[config.mk]
export PLATFORM = sky130hd
export DESIGN_NAME = bitwise_logic_pipe_flat
export DESIGN_NICKNAME = d
export VERILOG_FILES = /design/src/rtl/bitwise_logic_pipe_if.sv /design/src/rtl/bitwise_logic_pipe.sv /design/src/flat_wrapper.sv
export SDC_FILE = /design/constraint.sdc
export NUM_CORES = 1
export LEC_CHECK = 0
export CORE_MARGIN = 2
export CORE_UTILIZATION = 40
export CTS_CLUSTER_SIZE = 14
export DETAILED_ROUTE_END_ITERATION = 10
export SLEW_MARGIN = 15
export SYNTH_ARGS = -nofsm -noshare
export SYNTH_HDL_FRONTEND = slang
export SYNTH_SLANG_ARGS = --single-unit
[constraint.sdc]
create_clock -name clk -period 7.3 [get_ports clk]
set_input_delay 0.73 -clock clk [delete_from_list [all_inputs] [get_ports clk]]
set_output_delay 0.73 -clock clk [all_outputs]
set_load 0.02 [all_outputs]
[src/rtl/bitwise_logic_pipe_if.sv]
// rtl/bitwise_logic_pipe_if.sv - operand/result handshake bundle for bitwise_logic_pipe
// stat_count is present only when BITWISE_LOGIC_PIPE_STATS_EN is defined.
interface bitwise_logic_pipe_if #(
    parameter int WIDTH = 8
);
    localparam int CNT_W = $clog2(WIDTH + 1);

    logic             in_valid;
    logic             in_ready;
    logic [WIDTH-1:0] a;
    logic [WIDTH-1:0] b;
    logic [2:0]       op;
    logic             out_valid;
    logic             out_ready;
    logic [WIDTH-1:0] y;
    logic [CNT_W-1:0] ones;
    logic             zero;
    logic             all_ones;
`ifdef BITWISE_LOGIC_PIPE_STATS_EN
    logic [15:0]      stat_count;

    modport slave (
        input  in_valid, a, b, op, out_ready,
        output in_ready, out_valid, y, ones, zero, all_ones, stat_count
    );
    modport master (
        output in_valid, a, b, op, out_ready,
        input  in_ready, out_valid, y, ones, zero, all_ones, stat_count
    );
`else
    modport slave (
        input  in_valid, a, b, op, out_ready,
        output in_ready, out_valid, y, ones, zero, all_ones
    );
    modport master (
        output in_valid, a, b, op, out_ready,
        input  in_ready, out_valid, y, ones, zero, all_ones
    );
`endif
endinterface

[src/rtl/bitwise_logic_pipe.sv]
// rtl/bitwise_logic_pipe.sv - two-stage bitwise logic unit with popcount/zero/all-ones flags
// Optional transfer counter on stat_count when BITWISE_LOGIC_PIPE_STATS_EN is defined.
module bitwise_logic_pipe #(
    parameter int WIDTH = 8
) (
    input  logic                  clk,
    input  logic                  rst_n,
    bitwise_logic_pipe_if.slave   bus
);
    localparam int CNT_W = $clog2(WIDTH + 1);

    logic             r_s1_valid;
    logic [WIDTH-1:0] r_s1_y;
    logic             r_s2_valid;
    logic [WIDTH-1:0] r_s2_y;
    logic [CNT_W-1:0] r_s2_ones;
    logic             r_s2_zero;
    logic             r_s2_all_ones;

    logic             w_s1_en;
    logic             w_s2_en;
    logic [WIDTH-1:0] w_f;
    logic [CNT_W-1:0] w_pop;

    assign w_s2_en = !r_s2_valid || bus.out_ready;
    assign w_s1_en = !r_s1_valid || w_s2_en;

    always_comb begin
        w_f = bus.a;
        case (bus.op)
            3'b000:  w_f = bus.a & bus.b;
            3'b001:  w_f = bus.a | bus.b;
            3'b010:  w_f = bus.a ^ bus.b;
            3'b011:  w_f = ~(bus.a ^ bus.b);
            3'b100:  w_f = ~(bus.a & bus.b);
            3'b101:  w_f = ~(bus.a | bus.b);
            3'b110:  w_f = ~bus.a;
            default: w_f = bus.a;
        endcase
    end

    always_comb begin
        w_pop = '0;
        for (int i = 0; i < WIDTH; i++) begin
            w_pop = w_pop + CNT_W'(r_s1_y[i]);
        end
    end

    // Data registers only load alongside a valid, so bubbles leave them stale.
    always_ff @(posedge clk or negedge rst_n) begin
        if (!rst_n) begin
            r_s1_valid <= 1'b0;
            r_s1_y     <= '0;
        end else if (w_s1_en) begin
            r_s1_valid <= bus.in_valid;
            if (bus.in_valid) begin
                r_s1_y <= w_f;
            end
        end
    end

    always_ff @(posedge clk or negedge rst_n) begin
        if (!rst_n) begin
            r_s2_valid    <= 1'b0;
            r_s2_y        <= '0;
            r_s2_ones     <= '0;
            r_s2_zero     <= 1'b0;
            r_s2_all_ones <= 1'b0;
        end else if (w_s2_en) begin
            r_s2_valid <= r_s1_valid;
            if (r_s1_valid) begin
                r_s2_y        <= r_s1_y;
                r_s2_ones     <= w_pop;
                r_s2_zero     <= (r_s1_y == '0);
                r_s2_all_ones <= &r_s1_y;
            end
        end
    end

    assign bus.in_ready  = w_s1_en;
    assign bus.out_valid = r_s2_valid;
    assign bus.y         = r_s2_y;
    assign bus.ones      = r_s2_ones;
    assign bus.zero      = r_s2_zero;
    assign bus.all_ones  = r_s2_all_ones;

`ifdef BITWISE_LOGIC_PIPE_STATS_EN
    logic [15:0] r_stat_count;

    always_ff @(posedge clk or negedge rst_n) begin
        if (!rst_n) begin
            r_stat_count <= '0;
        end else if (r_s2_valid && bus.out_ready) begin
            r_stat_count <= r_stat_count + 16'd1;
        end
    end

    assign bus.stat_count = r_stat_count;
`endif
endmodule

[src/flat_wrapper.sv]
// flat-port wrapper written by rule: the top's interface ports become plain ports
module bitwise_logic_pipe_flat 
#(
    parameter int WIDTH = 8
)
  (clk, rst_n, bus_in_valid, bus_a, bus_b, bus_op, bus_out_ready, bus_in_ready, bus_out_valid, bus_y, bus_ones, bus_zero, bus_all_ones);
  bitwise_logic_pipe_if #(.WIDTH(WIDTH)) bus_i ();
  input  logic clk;
  input  logic rst_n;
  input wire logic [$bits(bus_i.in_valid)-1:0] bus_in_valid;
  input wire logic [$bits(bus_i.a)-1:0] bus_a;
  input wire logic [$bits(bus_i.b)-1:0] bus_b;
  input wire logic [$bits(bus_i.op)-1:0] bus_op;
  input wire logic [$bits(bus_i.out_ready)-1:0] bus_out_ready;
  output wire logic [$bits(bus_i.in_ready)-1:0] bus_in_ready;
  output wire logic [$bits(bus_i.out_valid)-1:0] bus_out_valid;
  output wire logic [$bits(bus_i.y)-1:0] bus_y;
  output wire logic [$bits(bus_i.ones)-1:0] bus_ones;
  output wire logic [$bits(bus_i.zero)-1:0] bus_zero;
  output wire logic [$bits(bus_i.all_ones)-1:0] bus_all_ones;
  assign bus_i.in_valid = bus_in_valid;
  assign bus_i.a = bus_a;
  assign bus_i.b = bus_b;
  assign bus_i.op = bus_op;
  assign bus_i.out_ready = bus_out_ready;
  assign bus_in_ready = bus_i.in_ready;
  assign bus_out_valid = bus_i.out_valid;
  assign bus_y = bus_i.y;
  assign bus_ones = bus_i.ones;
  assign bus_zero = bus_i.zero;
  assign bus_all_ones = bus_i.all_ones;
  bitwise_logic_pipe #(.WIDTH(WIDTH)) u_core (.clk(clk), .rst_n(rst_n), .bus(bus_i));
endmodule
Yosys cells after proc, flatten, opt, wreduce, memory -nomap -nowiden:

Cells that the tools add are included.

* logic and storage cells: 37
* flip-flop bits (word level): 24
* output and inout port bits: 16

* eq/ne operators: 6
* bitwise logic cells: 7
* reductions and logical operators: 9
* multiplexer cells: 1
* add/subtract/negate cells: 7

Operators by type and width (count)
* 8-bit case mux with 7 select lines: 1
* 8-bit inverter: 4
* 4-bit by 1-bit adder with 4-bit output: 6
* 3-bit equality test, second input constant: 3
* 8-bit bitwise AND: 1
* 8-bit zero test: 1
* 8-bit bitwise OR: 1
* 8-bit AND reduction: 1
* 8-bit bitwise XOR: 1
* 3-bit by 2-bit equality test with 1-bit output, second input constant: 2
* 2-bit AND reduction: 2
* 3-bit by 1-bit equality test with 1-bit output, second input constant: 1
* 3-bit zero test: 1
* 1-bit by 1-bit adder with 2-bit output: 1
* 1-bit zero test: 2
* 1-bit logical OR: 2

Longest topological paths before layout:

* depth after elaboration: 7
* depth in mapped cells: 10
* depth with buffers taken out: 10

Worst setup path before layout:

OpenSTA, ideal clock, no wires.

* kind: flip-flop to flip-flop
* start point: register u_core.r_s1_y[0]
* end point: register u_core.r_s2_ones[2] (netlist: u_core.bus.ones[2])
* required time: 7.217 ns
* path buffers: 0
* library setup time: 0.083 ns
* stages on the path, launching flop included: 10
* data arrival time: 2.633 ns
* slack: 4.584 ns
* cell sequence: dfrtp_1 -> inv_1 -> ha_1 -> inv_1 -> fa_1 -> fa_1 -> fa_1 -> fa_1 -> xor2_1 -> o21ai_0

* cells in the longest elaborated chain, start to end: 7

RTL lines
* start, declared: line bitwise_logic_pipe.sv:13 `logic [WIDTH-1:0] r_s1_y;`
* start signal, assigned: line bitwise_logic_pipe.sv:57 `r_s1_y <= w_f;`
* 1-bit by 1-bit adder with 2-bit output: line bitwise_logic_pipe.sv:45 `w_pop = w_pop + CNT_W'(r_s1_y[i]);`
* 4-bit by 1-bit adder with 4-bit output (6 in series): line bitwise_logic_pipe.sv:45
* end signal, assigned: line bitwise_logic_pipe.sv:73 `r_s2_ones <= w_pop;`
* end, declared: line bitwise_logic_pipe.sv:16 `logic [CNT_W-1:0] r_s2_ones;`

No other way between the ends.
A chain may end at the register's enable or synchronous reset.

Worst setup path in the final report:

Same ends and word-level chain as after synthesis.

==> impl_results.md <==
* Critical Path Start Type: flip-flop
* Pleak at 1.110 nW
* Post-detail-place hpwl at 2656 um
* ANT cells at 0
* Starting Density at 41.25%
* Primary FF master, synth: dfrtp_1
* Yosys warning count at 0
* Worst path cell trace: inv_1 -> ha_1 -> inv_1 -> fa_1 -> fa_1 -> fa_1 -> fa_1 -> xor2_1 -> o21ai_0
* Syn Nets at 259
* Die X-Extent at 73.57 um
* Final min period at 2.852 ns
* Slew Viols, Final at 0
* Critical Path Most Common Cell: fa_1
* PwrDens at 200.9 nW/um^2
* Routed vias at 1485
* Relative slew slack at 39.79%
* Measured slew at the worst slew-check pin at 0.9004 ns
* Postcts setup bufs at 0
* CP Capture Type: flip-flop
* Seq cells post-synth at 24
* Vias per Instance at 5.000
* NumNets Final at 291
* CTS Sinks at 24
* CTS Buf Count at 3
* CTS Buffer Depth at 2
* H-tree levels at 1
* Synth async-reset ratio at 100.0%
* Avg WL per Cell at 11.15 um
* Req. time, crit path at 7.48 ns
* Sequential cell area at 600.6 um^2
* Share of layout cells above drive strength 1 at 5.350%
* Gpl congestion at 0.7748
* Tcrit/Tclk final at 39.06%
* Die area at 5412 um^2
* # DRC at 0
* DR iter-0 viols at 53
* Post-synth EDFFs at 0
* Global-route wire length before repair at 6154 um
* Final ANT Viol Nets at 0
* Clk slew on worst S/H paths at 0.08 ns
* Area of the multi-input gates at 1150 um^2
* Max Cap Viol at 0
* Commonest non-fill, non-tap cell in the layout: clkdlybuf4s50_1
* Setup Skew at 0.001414 ns
* RSZ-0062 raised after global routing: false
* Mapped Avg Cell Area at 9.130 um^2
* Vias in the first global route at 1454
* Design Power at 0.0004752 W
* Worst path slowest cell: fa_1
* Setup violators final at 0
* Die Ht at 73.57 um
* Hold-fix buffers, CTS at 0
* Post-CTS sizing at 0
* Routed Wire Length at 3311 um
* Worst EP arrival at 3.03 ns
* Setup TNS at 0 ns
* Max incr delay on CP at 0.49 ns
* Post-Layout Cell Count at 297
* Largest net degree at the start of global routing at 35
* Cell Rows at 25
* Gr usage total at 14.06%
* Sequential-to-total area share from yosys stat at 31.03%
* Cell area after synthesis at 1936 um^2
* Crit Path Class: flip-flop to flip-flop
* Placed cells at 293
* # port buffers at 38
* Distinct cells, synth at 34
* Core area at 4692 um^2
* Synthesized instance count at 212
* Fillers at 475
* CTS tree: yes
* Clock Latency Late Sink at 0.26 ns
* GRT overflow at 0
* VDD IR max at 78.26 uV
* Worst Hold Class: input pin to async pin
* Root buffer cell: clkbuf_8
* Initial antenna violation count at 0
* Hold Fails Final Rpt at 0
* Maximum clock rate at 350.7 MHz
* Status: finished, final reports clean
* Crit-path max FO at 3
* # IOs at 39
* Commonest cells after routing, fill and taps aside: clkdlybuf4s50_1, inv_1, nand2_1, dfrtp_1, ha_1
* Drt first pass iters at 4
* Area Overhead vs Synth at 22.17%
flip-flops by register name, summed over array words and instances, names as in the netlist:
signal	flops
u_core.bus.y	8
u_core.r_s1_y	8
u_core.bus.ones	4
u_core.bus.all_ones	1
u_core.bus.out_valid	1
u_core.bus.zero	1
u_core.r_s1_valid	1
cells in the mapped netlist, types with 5 or more instances:
cell / number / area share, %
ha_1: 20 / 13
nor2b_1: 5 / 1.6
nand2_1: 24 / 4.7
o21ai_0: 16 / 4.1
mux2i_1: 13 / 6.7
inv_1: 29 / 5.6
nor2_1: 13 / 2.5
dfrtp_1: 24 / 31
routing by layer:
layer	track usage [%]	part of all wire [%]
met5	0	0
met4	4.242	1.4
met3	1.783	4.1
met2	23.81	45
met1	18.66	49
report_power, final:
group / switching [W] / internal [W] / total (W) / leakage (nW)
clock network: 0.0000401 / 0.0000481 / 0.0000883 / 0.0288
registers: 0.0000173 / 0.000161 / 0.000178 / 0.301
logic: 0.000108 / 0.000102 / 0.000209 / 0.781
total: 0.000165 / 0.000310 / 0.000475 / 1.11
kinds of logic after synthesis:
| logic type | after synthesis | share of synthesized area [%] |
|---|---|---|
| AND/OR/NAND/NOR | 56 | 13.70 |
| AO/OA/AOI/OAI | 48 | 18.16 |
| buffers and inverters | 41 | 9.567 |
| adder cells (fa/ha/maj) | 24 | 17.07 |
| flip-flops | 24 | 31.03 |
| multiplexers | 15 | 8.661 |
| XOR/XNOR | 4 | 1.810 |
cell type report:
cell class / count / share of cell area [%]
sequential: 24 / 25.40
multi-input combinational: 147 / 48.62
timing repair buffer: 39 / 16.19
inverter: 29 / 4.603
tap: 54 / 2.857
clock buffer: 4 / 2.328
worst paths after layout:
path,startpoint,endpoint,slack [ns],depth (start not counted)
max in group asynchronous,rst_n,u_core.bus.ones[3],6.53,1
min reg2reg,u_core.bus.ones[3],u_core.bus.ones[3],0.48,2
max,u_core.r_s1_y[0],u_core.bus.ones[2],4.45,9
min,rst_n,u_core.bus.y[4],0.43,1
min in group clk,u_core.bus.ones[3],u_core.bus.ones[3],0.48,2
max reg2reg,u_core.r_s1_y[0],u_core.bus.ones[2],4.45,9
metrics by stage:
stage / util [%] / hold WS (ns) / cell area [um^2] / setup WS (ns)
finish: 50.40 / 0.4286 / 2365 / 4.448
global route: 50.40 / 0.4683 / 2365 / 4.270
CTS: 50.51 / 0.4882 / 2370 / 4.415
detailed placement: 49.33 / 0.4690 / 2315 / 4.432
global placement: 49.33 / 0.4616 / 2315 / 4.481
floorplan: - / 0.4344 / 1936 / 4.584
worst max-delay path: cells and delay by family (launching register included):
family	cells	cell delay (ns)
AO/OA/AOI/OAI	1	0.15
XOR/XNOR	1	0.14
adder cells (fa/ha/maj)	5	1.99
buffers and inverters	2	0.11
flip-flops	1	0.37
Power figures use the tool's default switching activity.
==> variant, RTL diff (same settings) <==
`WIDTH` is set to 8 in 3 places; all go to 16.
--- a/src/rtl/bitwise_logic_pipe_if.sv
+++ b/src/rtl/bitwise_logic_pipe_if.sv
@@ -1,7 +1,7 @@
 // rtl/bitwise_logic_pipe_if.sv - operand/result handshake bundle for bitwise_logic_pipe
 // stat_count is present only when BITWISE_LOGIC_PIPE_STATS_EN is defined.
 interface bitwise_logic_pipe_if #(
-    parameter int WIDTH = 8
+    parameter int WIDTH = 16
 );
     localparam int CNT_W = $clog2(WIDTH + 1);
 
--- a/src/rtl/bitwise_logic_pipe.sv
+++ b/src/rtl/bitwise_logic_pipe.sv
@@ -1,7 +1,7 @@
 // rtl/bitwise_logic_pipe.sv - two-stage bitwise logic unit with popcount/zero/all-ones flags
 // Optional transfer counter on stat_count when BITWISE_LOGIC_PIPE_STATS_EN is defined.
 module bitwise_logic_pipe #(
-    parameter int WIDTH = 8
+    parameter int WIDTH = 16
 ) (
     input  logic                  clk,
     input  logic                  rst_n,
--- a/src/flat_wrapper.sv
+++ b/src/flat_wrapper.sv
@@ -1,7 +1,7 @@
 // flat-port wrapper written by rule: the top's interface ports become plain ports
 module bitwise_logic_pipe_flat 
 #(
-    parameter int WIDTH = 8
+    parameter int WIDTH = 16
 )
   (clk, rst_n, bus_in_valid, bus_a, bus_b, bus_op, bus_out_ready, bus_in_ready, bus_out_valid, bus_y, bus_ones, bus_zero, bus_all_ones);
   bitwise_logic_pipe_if #(.WIDTH(WIDTH)) bus_i ();
Interface: changed (resized bus_a, bus_b, bus_ones and bus_y); port bits go from 39 to 64. The function was not compared with the original's and may differ.
==> variant against the original RTL <==
Sequential cell count grew 17; power grew 130%; count of clock-buffer cells in the layout grew 3; cell area grew 86%; hold slack gained 0.051 ns; wire length grew to 2.5 times the old value; non-clock buffer count grew 28; final cell count grew 87%; sequential power grew 76%; synthesized cell count grew 86%; setup slack lost 1.1 ns; area after synthesis grew 91%; highest routed layer unchanged.
==> variant: results (changes against the original RTL) <==
metric;value;unit;change
Root Buffer;clkbuf_8;;unchanged
adder-cell share of the synthesized area;0.190;;was 0.171
Max rail drop VDD;0.136;mV;was 0.0783 mV
first-pass GRT wire length;14.2;mm;was 6.15 mm
met3 GRT Util;0.0216;;was 0.0178
Hold Path Origin;u_core.bus.y[7];;
met1 usage;0.245;;was 0.187
area share of xor/xnor cells in the synthesized design;0.00711;;was 0.0181
setup bufs post-CTS;0;;unchanged
R2R cell count;11;;was 9
Critical Path Fanout Max;3;;unchanged
Pleak;0.00207;uW;was 0.00111 uW
Int Power;655;uW;was 310 uW
area post-placement;0.00430;mm^2;was 0.00231 mm^2
post-synthesis cell type count;45;;was 34
clock latency at the later pin of the worst-skew pair;0.29;ns;was 0.26 ns
flop-to-flop setup slack;3.35;ns;was 4.45 ns
GRT Total Usage;0.175;;was 0.141
Synth Area in Compound Gates;0.269;;was 0.182
R2R Path Start;u_core.r_s1_y[0];;unchanged
# diodes;0;;unchanged
dpl hpwl;6.43;mm;was 2.66 mm
WHS Path Cells;2;;
post-CTS resize count;0;;unchanged
FF-to-FF End;u_core.bus.ones[1];;was u_core.bus.ones[2]
TritonRoute pass-1 iters;6;;was 4
Worst Clk Skew;0.00785;ns;was 0.00141 ns
status;finished clean;;unchanged
Via Count;3006;;was 1485
clock buffer depth;2;;unchanged
placed cell count;548;;was 293
ys async rst share;1.00;;unchanged
cells after synthesis;394;;was 212
pin count of the biggest net entering global routing;46;;was 35
CTS Buf Count;5;;was 3
class of the worst hold path;flip-flop to flip-flop;;was primary input to async pin
First DRT Iteration DRCs;118;;was 53
Slew HR;0.419;;was 0.398
Mapped Nets;483;;was 259
endpoint arrival time on the critical path;4.13;ns;was 3.03 ns
proportion of synthesized area in mux cells;0.0193;;was 0.0866
initial antenna violation count;0;;unchanged
H-tree levels;2;;was 1
Crit Path Category;flip-flop to flip-flop;;unchanged
Hold EP;u_core.bus.y[7];;
M2 GR Usage;0.283;;was 0.238
GPL Wtd Cong;0.755;;was 0.775
WHS;0.480;ns;was 0.429 ns
Routed WL;8.32;mm;was 3.31 mm
synth top area cells;dfrtp_1, ha_1, inv_1, nand2_1, fa_1;;was dfrtp_1, ha_1, mux2i_1, inv_1, nand2_1
port bufs;63;;was 38
register area share after synthesis;0.278;;was 0.310
DR WL/cell;15.0;um;was 11.1 um
Clock transition at path regs;0.07;ns;
share of layout cells above drive strength 1;0.119;;was 0.0535
most frequent cells after synthesis;inv_1, nand2_1, dfrtp_1, ha_1, o21ai_0;;was inv_1, dfrtp_1, nand2_1, ha_1, o21ai_0
Layout Nets;533;;was 291
synth warn;0;;unchanged
variant: cell types whose count changed in the layout (fill, tap and decap cells not counted), sizes merged, moves of 13 or more:
cell,delta
a21o,+13
a221o,+13
nand2,+31
ha,+20
clkdlybuf4s50,+25
inv,+30
dfrtp,+17
variant: power groups by stage:
stage	Sequential, uW	Combinational, uW	Clock, uW
global route	320	701	171
CTS	314	620	164
detailed placement	319	616	0
finish	313	608	160
global placement	316	595	0
floorplan	351	399	0
variant: critical path, cell delays in order, from the launching register on:
cell and delay, ns:
dfrtp_1 0.37, inv_1 0.06, ha_1 0.28, inv_1 0.07
fa_1 0.43, fa_1 0.50, fa_1 0.55, fa_1 0.44
fa_1 0.40, inv_1 0.08, fa_1 0.40, mux2_2 0.26
variant: layer usage:
metal,share of wire,up-vias,routed length (um)
met5,0,-,0
met4,0.016,0,137
met3,0.045,15,377
met2,0.47,86,3870
met1,0.47,1433,3940
li1,-,1472,-
variant: cell type report:
class	instances	area [um^2]
Clock buffer	7	96.3
Clock inverter	1	5.00
Fill cell	896	4700
Inverter	59	221
Multi-Input combinational cell	270	2260
Sequential cell	41	1030
Tap cell	111	139
Timing Repair Buffer	67	656
variant: cell families after synthesis:
| kind of cell | count (synthesis) |
|---|---|
| and+or+nand+nor | 98 |
| adders and majority gates | 50 |
| buffers and inverters | 83 |
| muxes | 7 |
| DFF | 41 |
| xor gates and xnor gates | 3 |
| AOI/OAI and AO/OA | 112 |
variant: through the flow:
stage	util	setup slack, ns
after floorplan	-	3.50
after global placement	0.472	3.42
after detailed placement	0.472	3.33
after CTS	0.484	3.33
after global routing	0.484	3.18
final	0.484	3.35
